==> src/rtl/present_ti_compress_pkg.sv <==
// Shared constants, pipeline stage state types and the cf_in bit-index mapping
// for the threshold-implementation PRESENT S-box share compressor.
package present_ti_compress_pkg;

  localparam int NUM_COORD = 4;
  localparam int NUM_SHARE = 3;
  localparam int NUM_CF    = 36;
  localparam int RND_W     = 8;

  typedef enum logic {
    ST_EMPTY = 1'b0,
    ST_FULL  = 1'b1
  } stage_state_t;

  typedef struct packed {
    stage_state_t s1;
    stage_state_t s2;
  } pipe_state_t;

  // Term of coordinate m produced for shares i, j (both 1-based) inside cf_in.
  function automatic logic [5:0] cf_index(input int m, input int i, input int j);
    return 6'(9 * m + 3 * (i - 1) + (j - 1));
  endfunction

endpackage

==> src/rtl/present_ti_compress_bit.sv <==
// One S-box output coordinate: folds 9 component-function terms into 3 shares,
// optionally re-masked with two fresh random bits whose XOR cancels across shares.
module ti_compress_bit
  import present_ti_compress_pkg::*;
#(
  parameter int REFRESH = 1
) (
  input  logic [8:0] terms,
  input  logic [1:0] rnd,
  output logic [2:0] sh
);

  logic [NUM_SHARE-1:0] raw;

  for (genvar s = 0; s < NUM_SHARE; s++) begin : g_raw
    assign raw[s] = ^terms[3*s +: 3];
  end

  if (REFRESH != 0) begin : g_refresh
    assign sh = raw ^ {rnd[0] ^ rnd[1], rnd[1], rnd[0]};
  end else begin : g_bypass
    logic unused_rnd;
    assign unused_rnd = ^rnd;
    assign sh         = raw;
  end

endmodule

==> src/rtl/present_ti_compress.sv <==
// Two-stage valid/ready pipeline: stage 1 registers the raw TI terms as a glitch
// barrier, stage 2 registers the compressed (and refreshed) output shares.
module present_ti_compress
  import present_ti_compress_pkg::*;
#(
  parameter int REFRESH = 1
) (
  input  logic                clk,
  input  logic                rst,
  input  logic [NUM_CF-1:0]   cf_in,
  input  logic                in_valid,
  output logic                in_ready,
  input  logic [RND_W-1:0]    rnd,
  output logic [NUM_COORD-1:0] sh1,
  output logic [NUM_COORD-1:0] sh2,
  output logic [NUM_COORD-1:0] sh3,
  output logic                out_valid,
  input  logic                out_ready
);

  // Handshake: a transfer happens on a cycle where valid and ready are both
  // high at the rising edge; ready never looks at the same-side valid.
  stage_state_t s1_state_q, s1_state_d;
  stage_state_t s2_state_q, s2_state_d;
  pipe_state_t  dbg_state;

  logic [NUM_CF-1:0]    cf_q, cf_d;
  logic [RND_W-1:0]     rnd_q, rnd_d;
  logic [NUM_COORD-1:0] sh1_q, sh1_d, sh2_q, sh2_d, sh3_q, sh3_d;
  logic [1:0]           occ_q, occ_d;

  logic s1_valid, s2_valid, s1_adv, in_fire, out_fire;
  logic [NUM_COORD-1:0] c_sh1, c_sh2, c_sh3;

  // State register process.
  always_ff @(posedge clk) begin
    if (rst) begin
      s1_state_q <= ST_EMPTY;
      s2_state_q <= ST_EMPTY;
      cf_q       <= '0;
      rnd_q      <= '0;
      sh1_q      <= '0;
      sh2_q      <= '0;
      sh3_q      <= '0;
      occ_q      <= '0;
    end else begin
      s1_state_q <= s1_state_d;
      s2_state_q <= s2_state_d;
      cf_q       <= cf_d;
      rnd_q      <= rnd_d;
      sh1_q      <= sh1_d;
      sh2_q      <= sh2_d;
      sh3_q      <= sh3_d;
      occ_q      <= occ_d;
    end
  end

  // Output / handshake process: everything here derives from registered state
  // plus the opposite-side handshake input.
  always_comb begin
    s1_valid  = (s1_state_q == ST_FULL);
    s2_valid  = (s2_state_q == ST_FULL);
    s1_adv    = s1_valid & (!s2_valid | out_ready);
    in_ready  = !s1_valid | !s2_valid | out_ready;
    in_fire   = in_valid & in_ready;
    out_fire  = s2_valid & out_ready;
    out_valid = s2_valid;
    sh1       = sh1_q;
    sh2       = sh2_q;
    sh3       = sh3_q;
    dbg_state = '{s1: s1_state_q, s2: s2_state_q};
  end

  // Next-state process.
  always_comb begin
    s1_state_d = s1_state_q;
    s2_state_d = s2_state_q;
    case (s1_state_q)
      ST_EMPTY: if (in_fire) s1_state_d = ST_FULL;
      ST_FULL:  if (s1_adv && !in_fire) s1_state_d = ST_EMPTY;
      default:  s1_state_d = ST_EMPTY;
    endcase
    case (s2_state_q)
      ST_EMPTY: if (s1_adv) s2_state_d = ST_FULL;
      ST_FULL:  if (out_fire && !s1_adv) s2_state_d = ST_EMPTY;
      default:  s2_state_d = ST_EMPTY;
    endcase
  end

  for (genvar m = 0; m < NUM_COORD; m++) begin : g_coord
    logic [8:0] terms;
    logic [2:0] sh;
    for (genvar i = 1; i <= NUM_SHARE; i++) begin : g_i
      for (genvar j = 1; j <= NUM_SHARE; j++) begin : g_j
        assign terms[3*(i-1) + (j-1)] = cf_q[cf_index(m, i, j)];
      end
    end
    ti_compress_bit #(.REFRESH(REFRESH)) u_bit (
      .terms (terms),
      .rnd   (rnd_q[2*m +: 2]),
      .sh    (sh)
    );
    assign c_sh1[m] = sh[0];
    assign c_sh2[m] = sh[1];
    assign c_sh3[m] = sh[2];
  end

  // Data registers move only on their stage's load enable, so idle cycles never
  // toggle share logic.
  always_comb begin
    cf_d  = cf_q;
    rnd_d = rnd_q;
    sh1_d = sh1_q;
    sh2_d = sh2_q;
    sh3_d = sh3_q;
    if (in_fire) begin
      cf_d  = cf_in;
      rnd_d = rnd;
    end
    if (s1_adv) begin
      sh1_d = c_sh1;
      sh2_d = c_sh2;
      sh3_d = c_sh3;
    end
  end

  always_comb begin
    occ_d = occ_q;
    case ({in_fire, out_fire})
      2'b10:   occ_d = occ_q + 2'd1;
      2'b01:   occ_d = occ_q - 2'd1;
      default: occ_d = occ_q;
    endcase
  end

  occ_consistent: assert property (@(posedge clk) disable iff (rst)
    (occ_q != 2'd3) &&
    (occ_q == ({1'b0, dbg_state.s1 == ST_FULL} + {1'b0, dbg_state.s2 == ST_FULL})));

endmodule

==> config.mk <==
export PLATFORM = sky130hd
export DESIGN_NAME = present_ti_compress
export DESIGN_NICKNAME = d
export VERILOG_FILES = /design/src/rtl/present_ti_compress_pkg.sv /design/src/rtl/present_ti_compress_bit.sv /design/src/rtl/present_ti_compress.sv
export SDC_FILE = /design/constraint.sdc
export NUM_CORES = 1
export LEC_CHECK = 0
export BUFFER_PORTS_ARGS = -buffer_cell sky130_fd_sc_hd__buf_2
export CELL_PAD_IN_SITES_DETAIL_PLACEMENT = 0
export CELL_PAD_IN_SITES_GLOBAL_PLACEMENT = 1
export CORE_MARGIN = 2
export CORE_UTILIZATION = 36
export CTS_BUF_LIST = sky130_fd_sc_hd__clkbuf_2 sky130_fd_sc_hd__clkbuf_4 sky130_fd_sc_hd__clkbuf_8
export CTS_CLUSTER_SIZE = 25
export DETAILED_ROUTE_END_ITERATION = 12
export PLACE_DENSITY = 0.88
export SLEW_MARGIN = 20
export SYNTH_ARGS = -nofsm -noshare
export SYNTH_HDL_FRONTEND = slang
export SYNTH_SLANG_ARGS = --single-unit
export TNS_END_PERCENT = 10
==> constraint.sdc <==
create_clock -name clk -period 1.2 [get_ports clk]
set_input_delay 0 -clock clk [delete_from_list [all_inputs] [get_ports clk]]
set_output_delay 0 -clock clk [all_outputs]
set_load 0.05 [all_outputs]
# Yosys cells after proc, flatten, opt, wreduce, memory -nomap -nowiden
# Cells that the tools add are included.
# W data, S select, Z words.
[totals]
regBits = 58
latch_bits = 0
mem_bits_rw = 0
mem_bits_ro = 0
input_bits = 48
output_inout_bits = 14
mem_count = 0
[classes]
add_sub_neg = 0
n_mul = 0
n_div = 0
n_lt_le_gt_ge = 0
eq_ne = 0
shifts = 0
mux = 6
n_bitwise = 16
n_reduce_logical = 18
[op_table]
columns = ["cell", "count"]
rows = [
  ["$reduce_xor A3 Y1", 12],
  ["$xor A3 B3 Y3", 4],
  ["$logic_not A1 Y1", 4],
  ["$mux W1", 4],
  ["$pmux W1 S2", 2],
  ["$xor A1 B1 Y1", 4],
  ["$and A1 B1 Y1", 3],
  ["$or A1 B1 Y1", 3],
  ["$logic_and A1 B1 Y1", 2],
  ["$not A1 Y1", 2],
]

# Logic depth before layout (Yosys ltp)
# Gate-level depths: netlist (run 1).
[depth]
ltp_word = 8
mapped_depth = 5

# Modules after synthesis
# A second synthesis (run 1) with hierarchy kept.
[hier_totals]
cells_unflattened = 290
hier_area_um2 = 2876.5
[by_module_without_submodules]
columns = ["module", "instances", "cells_each", "area_per_inst_um2"]
rows = [
  ["present_ti_compress", 1, 254, 2506.2],
  ["ti_compress_bit", 4, 9, 92.6],
]

# Least setup slack after synthesis (run 1)
# OpenSTA, ideal clock, no wires.
[synth_timing]
kind = "flip-flop to flip-flop"
startpoint = "register s2_state_q (netlist: out_valid)"
endpoint = "register rnd_q[7]"
setup_ns = 0.070
arrival_ns = 1.625
path_slack_ns = -0.495
stages_incl_launch_ff = 6
n_path_buf = 1
period_less_slack_ns = 1.695
cell_sequence = "dfxtp_1 > nand3b_2 > nand2_4 > buf_6 > nand2_1 > a21oi_1"
[synth_between]
elab_chain_cells = 4
[synth_lines]
columns = ["item", "line_no", "rtl"]
rows = [
  ["from (decl)", "present_ti_compress.sv:24", "stage_state_t s2_state_q, s2_state_d;"],
  ["from (signal assigned)", "present_ti_compress.sv:48", "s2_state_q <= s2_state_d;"],
  ["$logic_not A1 Y1", "present_ti_compress.sv:64", "in_ready = !s1_valid | !s2_valid | out_ready;"],
  ["$or A1 B1 Y1 (2 in a row)", "present_ti_compress.sv:64", ""],
  ["named net in_ready", "present_ti_compress.sv:12", "output logic in_ready,"],
  ["$and A1 B1 Y1", "present_ti_compress.sv:65", "in_fire = in_valid & in_ready;"],
  ["to (signal assigned)", "present_ti_compress.sv:50", "rnd_q <= rnd_d;"],
  ["to (decl)", "present_ti_compress.sv:28", "logic [RND_W-1:0] rnd_q, rnd_d;"],
]
# The timed path passes the listed nets, and every way through them passes these cells.
# A chain may end at the register's enable or synchronous reset.

# Worst setup path after layout (run 1)
[layout_timing]
startpoint = "register s2_state_q (netlist: out_valid)"
endpoint = "register sh3_q[1] (netlist: sh3[1])"
[layout_between]
elab_chain_cells = 3
[layout_lines]
columns = ["item", "line_no", "rtl"]
rows = [
  ["$logic_not A1 Y1", "present_ti_compress.sv:63", "s1_adv = s1_valid & (!s2_valid | out_ready);"],
  ["$or A1 B1 Y1", "present_ti_compress.sv:63", ""],
  ["$and A1 B1 Y1", "present_ti_compress.sv:63", ""],
  ["to (signal assigned)", "present_ti_compress.sv:44", "sh3_q <= '0;"],
  ["to (signal assigned)", "present_ti_compress.sv:53", "sh3_q <= sh3_d;"],
  ["to (decl)", "present_ti_compress.sv:29", "logic [NUM_COORD-1:0] sh1_q, sh1_d, sh2_q, sh2_d, sh3_q, sh3_d;"],
]
# No other way between the ends.

==> reports/qor.csv, run 1 <==
stage;metric;value;unit
outcome;status;finished, final reports clean;
grt;largest net degree at the start of global routing;59;
drt;First-pass DRT Iterations;4;
place;Port Buf Inserts;61;
grt;first-pass GRT wire length;8540;µm
setup_path;crit path max fanout;10;
drt;WL final;5220;µm
power_and_ir_drop;leakage;0.00153;µW
run;max_cap viols;0;
place;Post-DP HPWL;3260;µm
layout;# diodes;0;
layout;FF+latch area;0.00117;mm²
timing;Fin Clk Skew;0.00378;ns
synthesis;post-synthesis cell area;0.00245;mm²
drt;final routed DRC violation total;0;
grt;GR Overflow Total;0;
synthesis;Yosys cell types;20;
clock_network;Num CTS Buffers;9;
setup_path;kind of critical path;register to register;
layout;most frequent cells in the layout;nand2_1 (88), buf_2 (60), dfxtp_1 (55);
setup_path;CP bufs+invs;1;
synthesis;synthesized netlist cell count;275;
layout;share of layout cells above drive strength 1;26.2;%
setup_path;crit-path most repeated cell;nor2b_4;
layout;area of the multi-input gates;0.00119;mm²
timing;hold_ws;0.0171;ns
timing;Max-slew headroom;81.6;%
timing;crit path time final;1.18;ns
drt;vias per inst;4.46;
drt;DR iter-0 viols;64;
worst_hold_path;worst hold-check path type;primary input to register;
synthesis;syn_nets;323;
clock_network;htree depth;3;
timing;fmax;0.850;GHz
setup_path;worst path cell trace;nor2b_4, nor2b_4, buf_12, mux2i_1, nor2_1;
timing;final worst-path cycle share;98.0;%
power_and_ir_drop;pwr dens;1350;mW/mm²
place;placed cell areas;0.00291;mm²
clock_network;CTS Sinks;58;
die;Vert. Die Dim;86.4;µm
timing;final setup vio count;0;
layout;design area;0.00360;mm²
place;RePlAce Congestion;0.757;
clock_network;Worst-Skew Late Latency;0.33;ns
layout;Nets;434;
setup_path;required time of the critical path;1.41;ns
die;core area;0.00668;mm²
clock_network;clock slew at reported path FFs;0.06;ns
drt;via count;2095;
setup_path;CP Capture Type;register;
clock_network;Clock Path Buffers;2;
layout;fillcell total;642;
die;I/O Pins;62;
layout;P&R area growth vs syn;47.2;%
die;chip width;86.4;µm
synthesis;synth warn;0;
die;row count;30;
setup_path;delay-heaviest family, CP;simple AND/OR/NAND/NOR gates;
timing;Final Hold Vio Count;0;
layout;commonest non-fill, non-tap cell in the layout;nand2_1;
timing;setup TNS;0;ns
grt;initial antenna violation count;0;
synthesis;Avg Cell Area, Syn;8.89;µm²
setup_path;crit start category;register;
timing;Worst-Margin Slew;0.276;ns
setup_path;Slowest cell on crit path;dfxtp_4;
timing;RSZ-0062 raised after global routing;true;
synthesis;Yosys reg bits;58;
die;Initial Util;36.6;%
synthesis;register area share after synthesis;47.5;%
drt;drt wl/cell;11.1;µm
die;Die ar.;0.00747;mm²
clock_network;CTS tree;yes;
clock_network;Clk Tree Root Cell;clkbuf_8;
power_and_ir_drop;peak supply drop;0.000697;V
drt;Detail Route Antenna Nets;0;
setup_path;Max stage delay on crit path;0.34;ns
grt;vias in the first global route;2011;
grt;gr usage total;14.7;%
timing;final slew viol count;0;
power_and_ir_drop;Power Total;4870;µW
setup_path;Worst Path Arrival;1.38;ns
-- sequential cells by signal (all words and copies together), names as in the netlist --
register    cells
sh3             4
sh2             4
rnd_q           8
cf_q           36
sh1             4
out_valid       1
s1_state_q      1
-- report_power, final --
part / total, µW / internal (µW) / switching [µW] / leakage (µW)
logic: 900 / 457 / 443 / 0.000942
registers: 2130 / 2050 / 79.8 / 0.000480
clock network: 1840 / 1140 / 707 / 0.000109
total: 4870 / 3640 / 1230 / 0.00153
-- timing repair --
action,in CTS,in global routing
setup endpoints to repair,27,34
hold endpoints to repair,45,0
hold buffers,45,0
gates resized for setup,1,4
setup buffers,0,0
cloned,0,1
pin swaps,0,3
-- worst paths after layout --
| kind | startpoint | to | slack, ns | cells after the start |
|---|---|---|---|---|
| min | in_valid | s1_state_q | 0.02 | 3 |
| min reg2reg | cf_q[15] | cf_q[15] | 0.46 | 2 |
| max reg2reg | out_valid | sh3[1] | 0.02 | 5 |
| max | out_valid | sh3[1] | 0.02 | 5 |
-- metrics by stage --
stage          setup slack, ns  cells  util [%]
2_1_floorplan          -0.0114    275         -
3_3_place_gp            0.0518    409      43.5
3_5_place_dp           -0.0201    409      43.5
4_1_cts                0.00811    469      53.4
5_1_grt                -0.0429    470      53.9
6_report                0.0240    470      53.9
-- layout make-up --
cell class / count / share of cell area (%)
multi-input cells: 200 / 33.1
well taps: 80 / 2.78
clock inverters: 2 / 0.973
inverters: 1 / 0.104
repair buffers: 116 / 25.7
flip-flops and latches: 58 / 32.5
clock buffers: 13 / 4.80
-- per-layer routing --
layer | vias to the layer above | GRT usage, % | wire length (µm)
met5 | - | 0 | 0
met4 | 0 | 5.97 | 55
li1 | 1108 | - | -
met2 | 40 | 25.2 | 2480
met3 | 8 | 5.24 | 254
met1 | 939 | 16.4 | 2430
-- cells in the mapped netlist, drive strengths merged --
cell | instances | area share [%]
a211oi | 8 | 4.1
a21oi | 46 | 9.9
buf | 12 | 3.6
clkbuf | 4 | 0.61
dfxtp | 58 | 47
inv | 1 | 0.15
mux2i | 4 | 1.6
nand2 | 89 | 14
nand3b | 1 | 0.46
nor2 | 14 | 2.1
nor2b | 2 | 0.82
xnor2 | 28 | 10
xnor3 | 4 | 3.7
xor2 | 4 | 1.4
-- cell families (layout without fill, tap and decap cells) --
family | Yosys count | count (layout) | synth area share, %
multiplexers | 4 | 4 | 1.64
flip-flops | 58 | 58 | 47.5
AND/OR/NAND/NOR | 106 | 106 | 17.4
XOR/XNOR | 36 | 36 | 15.1
buffers and inverters | 17 | 132 | 4.40
AO/OA/AOI/OAI | 54 | 54 | 14.0
-- worst reg2reg max path: stages, from the launching register on --
cell,delay [ns]
dfxtp_4,0.34
nor2b_4,0.14
nor2b_4,0.18
buf_12,0.16
mux2i_1,0.19
nor2_1,0.05
No activity file was read; power rests on OpenSTA's default activity.
==> run 2: changes to the inputs <==
==> constraint.sdc (replaced) <==
create_clock -name clk -period 1 [get_ports clk]
set_input_delay 0 -clock clk [delete_from_list [all_inputs] [get_ports clk]]
set_output_delay 0 -clock clk [all_outputs]
set_load 0.05 [all_outputs]
==> run 2 against run 1 <==
Against the previous run: the run now ends with setup timing left; clock skew hardly changed; setup slack worse by 0.22 ns; combinational power is 28% higher; routed wire length is 11% higher; sequential share of layout area is 0.74 points lower; die area stayed put; cell count is 1.1% higher; critical path depth is 1 higher; largest cell class unchanged; largest power group unchanged.
==> reports/qor.csv, run 2 (synthesis gave the netlist of run 1 again) <==
stage;metric;value;unit
clock_network;Worst-Skew Late Latency;0.33;ns
drt;via count;2148;
drt;WL final;5820;µm
outcome;failing checks;setup timing;
layout;P&R area growth vs syn;50.6;%
layout;most frequent cells in the layout;nand2_1 (85), buf_2 (59), dfxtp_1 (53);
layout;number of flip-flops under the largest register name;36;
clock_network;clock slew at reported path FFs;0.06;ns
drt;drt wl/cell;12.2;µm
power_and_ir_drop;leakage;0.00157;µW
timing;Fin Clk Skew;0.00365;ns
grt;first-pass GRT wire length;8840;µm
die;row count;30;
layout;Nets;441;
drt;First-pass DRT Iterations;4;
clock_network;CTS Sinks;58;
grt;initial antenna violation count;0;
power_and_ir_drop;P_int;4100;µW
grt;GR Overflow Total;0;
grt;gr usage total;15.4;%
worst_hold_path;worst hold-check path type;primary input to register;
timing;Final Hold Vio Count;0;
power_and_ir_drop;peak supply drop;0.000832;V
place;Port Buf Inserts;61;
power_and_ir_drop;Switching Share;26.5;%
layout;final core utilization;55.1;%
timing;final worst-path cycle share;120;%
layout;# diodes;0;
setup_path;crit path max fanout;10;
place;Place WS;-0.174;ns
setup_path;crit start category;register;
run;max_cap viols;0;
timing;Setup WS post-layout;-0.200;ns
power_and_ir_drop;P_sw;1480;µW
timing;setup TNS;-9.19;ns
die;Initial Util;36.6;%
power_and_ir_drop;Gate power share;20.7;%
power_and_ir_drop;pwr dens;1510;mW/mm²
clock_network;CTS tree;yes;
timing;fmax;0.833;GHz
clock_network;Clock Path Buffers;2;
layout;Most flops, register;cf_q;
drt;Detail Route Antenna Nets;0;
place;RePlAce Congestion;0.701;
timing;crit path time final;1.20;ns
layout;fillcell total;628;
place;Post-DP HPWL;3420;µm
drt;DR iter-0 viols;75;
timing;final setup vio count;57;
clock_network;Clk Tree Root Cell;clkbuf_8;
timing;Max-slew headroom;81.5;%
setup_path;kind of critical path;register to register;
layout;commonest non-fill, non-tap cell in the layout;nand2_1;
die;Vert. Die Dim;86.4;µm
die;core area;0.00668;mm²
setup_path;required time of the critical path;1.26;ns
setup_path;CP Capture Type;register;
setup_path;Worst Path Arrival;1.46;ns
clock_network;Num CTS Buffers;9;
power_and_ir_drop;Clock Power Share;33.5;%
timing;Worst-Margin Slew;0.278;ns
power_and_ir_drop;Sequential Power Share;45.8;%
die;Die ar.;0.00747;mm²
die;chip width;86.4;µm
grt;vias in the first global route;2037;
timing;final slew viol count;0;
clock_network;htree depth;3;
layout;top flop regs;cf_q: 36 flops, rnd_q: 8 flops;
outcome;status;finished, violations left;
timing;RSZ-0062 raised after global routing;true;
drt;vias per inst;4.52;
die;I/O Pins;62;
drt;final routed DRC violation total;0;
grt;largest net degree at the start of global routing;59;
layout;share of layout cells above drive strength 1;29.1;%
-- run 2: cell types whose count changed in the layout (fill, tap and decap cells not counted), moves of 2 or more --
cell	change
buf_4	+4
buf_6	+3
clkbuf_16	+2
dfxtp_1	-2
dfxtp_2	+3
nand2_1	-3
nand2_2	+3
-- run 2: critical path, stage by stage (launching register included) --
cell and delay (ns):
dfxtp_4 0.34, nor2b_4 0.14, a21oi_4 0.16, buf_12 0.14
clkbuf_16 0.16, nand2_1 0.06, a21oi_1 0.12
-- run 2: what timing repair did --
item	4_1_cts	5_1_grt
resized for setup	6	9
hold buffers	44	0
setup buffers	0	1
pin swaps	5	8
gates cloned	0	3
endpoints found under the hold margin	44	0
setup endpoints to repair	58	58
-- run 2: metal layers --
metal | part of all wire (%) | track usage (%) | routed length (µm)
met5 | 0 | 0 | 0
met4 | 1.4 | 8.10 | 82
met3 | 4.2 | 4.29 | 242
met2 | 48 | 25.9 | 2820
met1 | 46 | 17.9 | 2680
-- run 2: layout make-up --
class | count | area [µm²] | share of cell area, %
flip-flops and latches | 58 | 1170 | 31.7
multi-input cells | 200 | 1210 | 32.8
inverters | 1 | 3.75 | 0.102
clock buffers | 13 | 166 | 4.52
well taps | 80 | 100 | 2.72
repair buffers | 123 | 1040 | 28.1
-- run 2: worst paths after layout --
path / from / endpoint / slack (ns) / cells after the start
max: out_valid / cf_q[29] / -0.20 / 6
min: out_ready / out_valid / 0.02 / 4
max reg2reg: out_valid / cf_q[29] / -0.20 / 6
min reg2reg: cf_q[6] / cf_q[6] / 0.46 / 2
-- run 2: through the flow --
step                std cells  area [µm²]  hold WS [ns]  power (µW)
floorplan                 275        2460         0.136        3270
global placement          414        2940         0.241        3540
detailed placement        414        2940         0.246        3560
CTS                       471        3560      0.000781        5590
global route              475        3680        0.0123        5850
finish                    475        3680        0.0205        5580
-- run 2: power by group through the flow --
| stage | sequential [µW] | clock, µW | combinational, µW |
|---|---|---|---|
| 2_1_floorplan | 2730 | 0 | 538 |
| 3_3_place_gp | 2600 | 0 | 942 |
| 3_5_place_dp | 2600 | 0 | 955 |
| 5_1_grt | 2570 | 2020 | 1260 |
| 4_1_cts | 2550 | 1930 | 1100 |
| 6_report | 2560 | 1870 | 1150 |
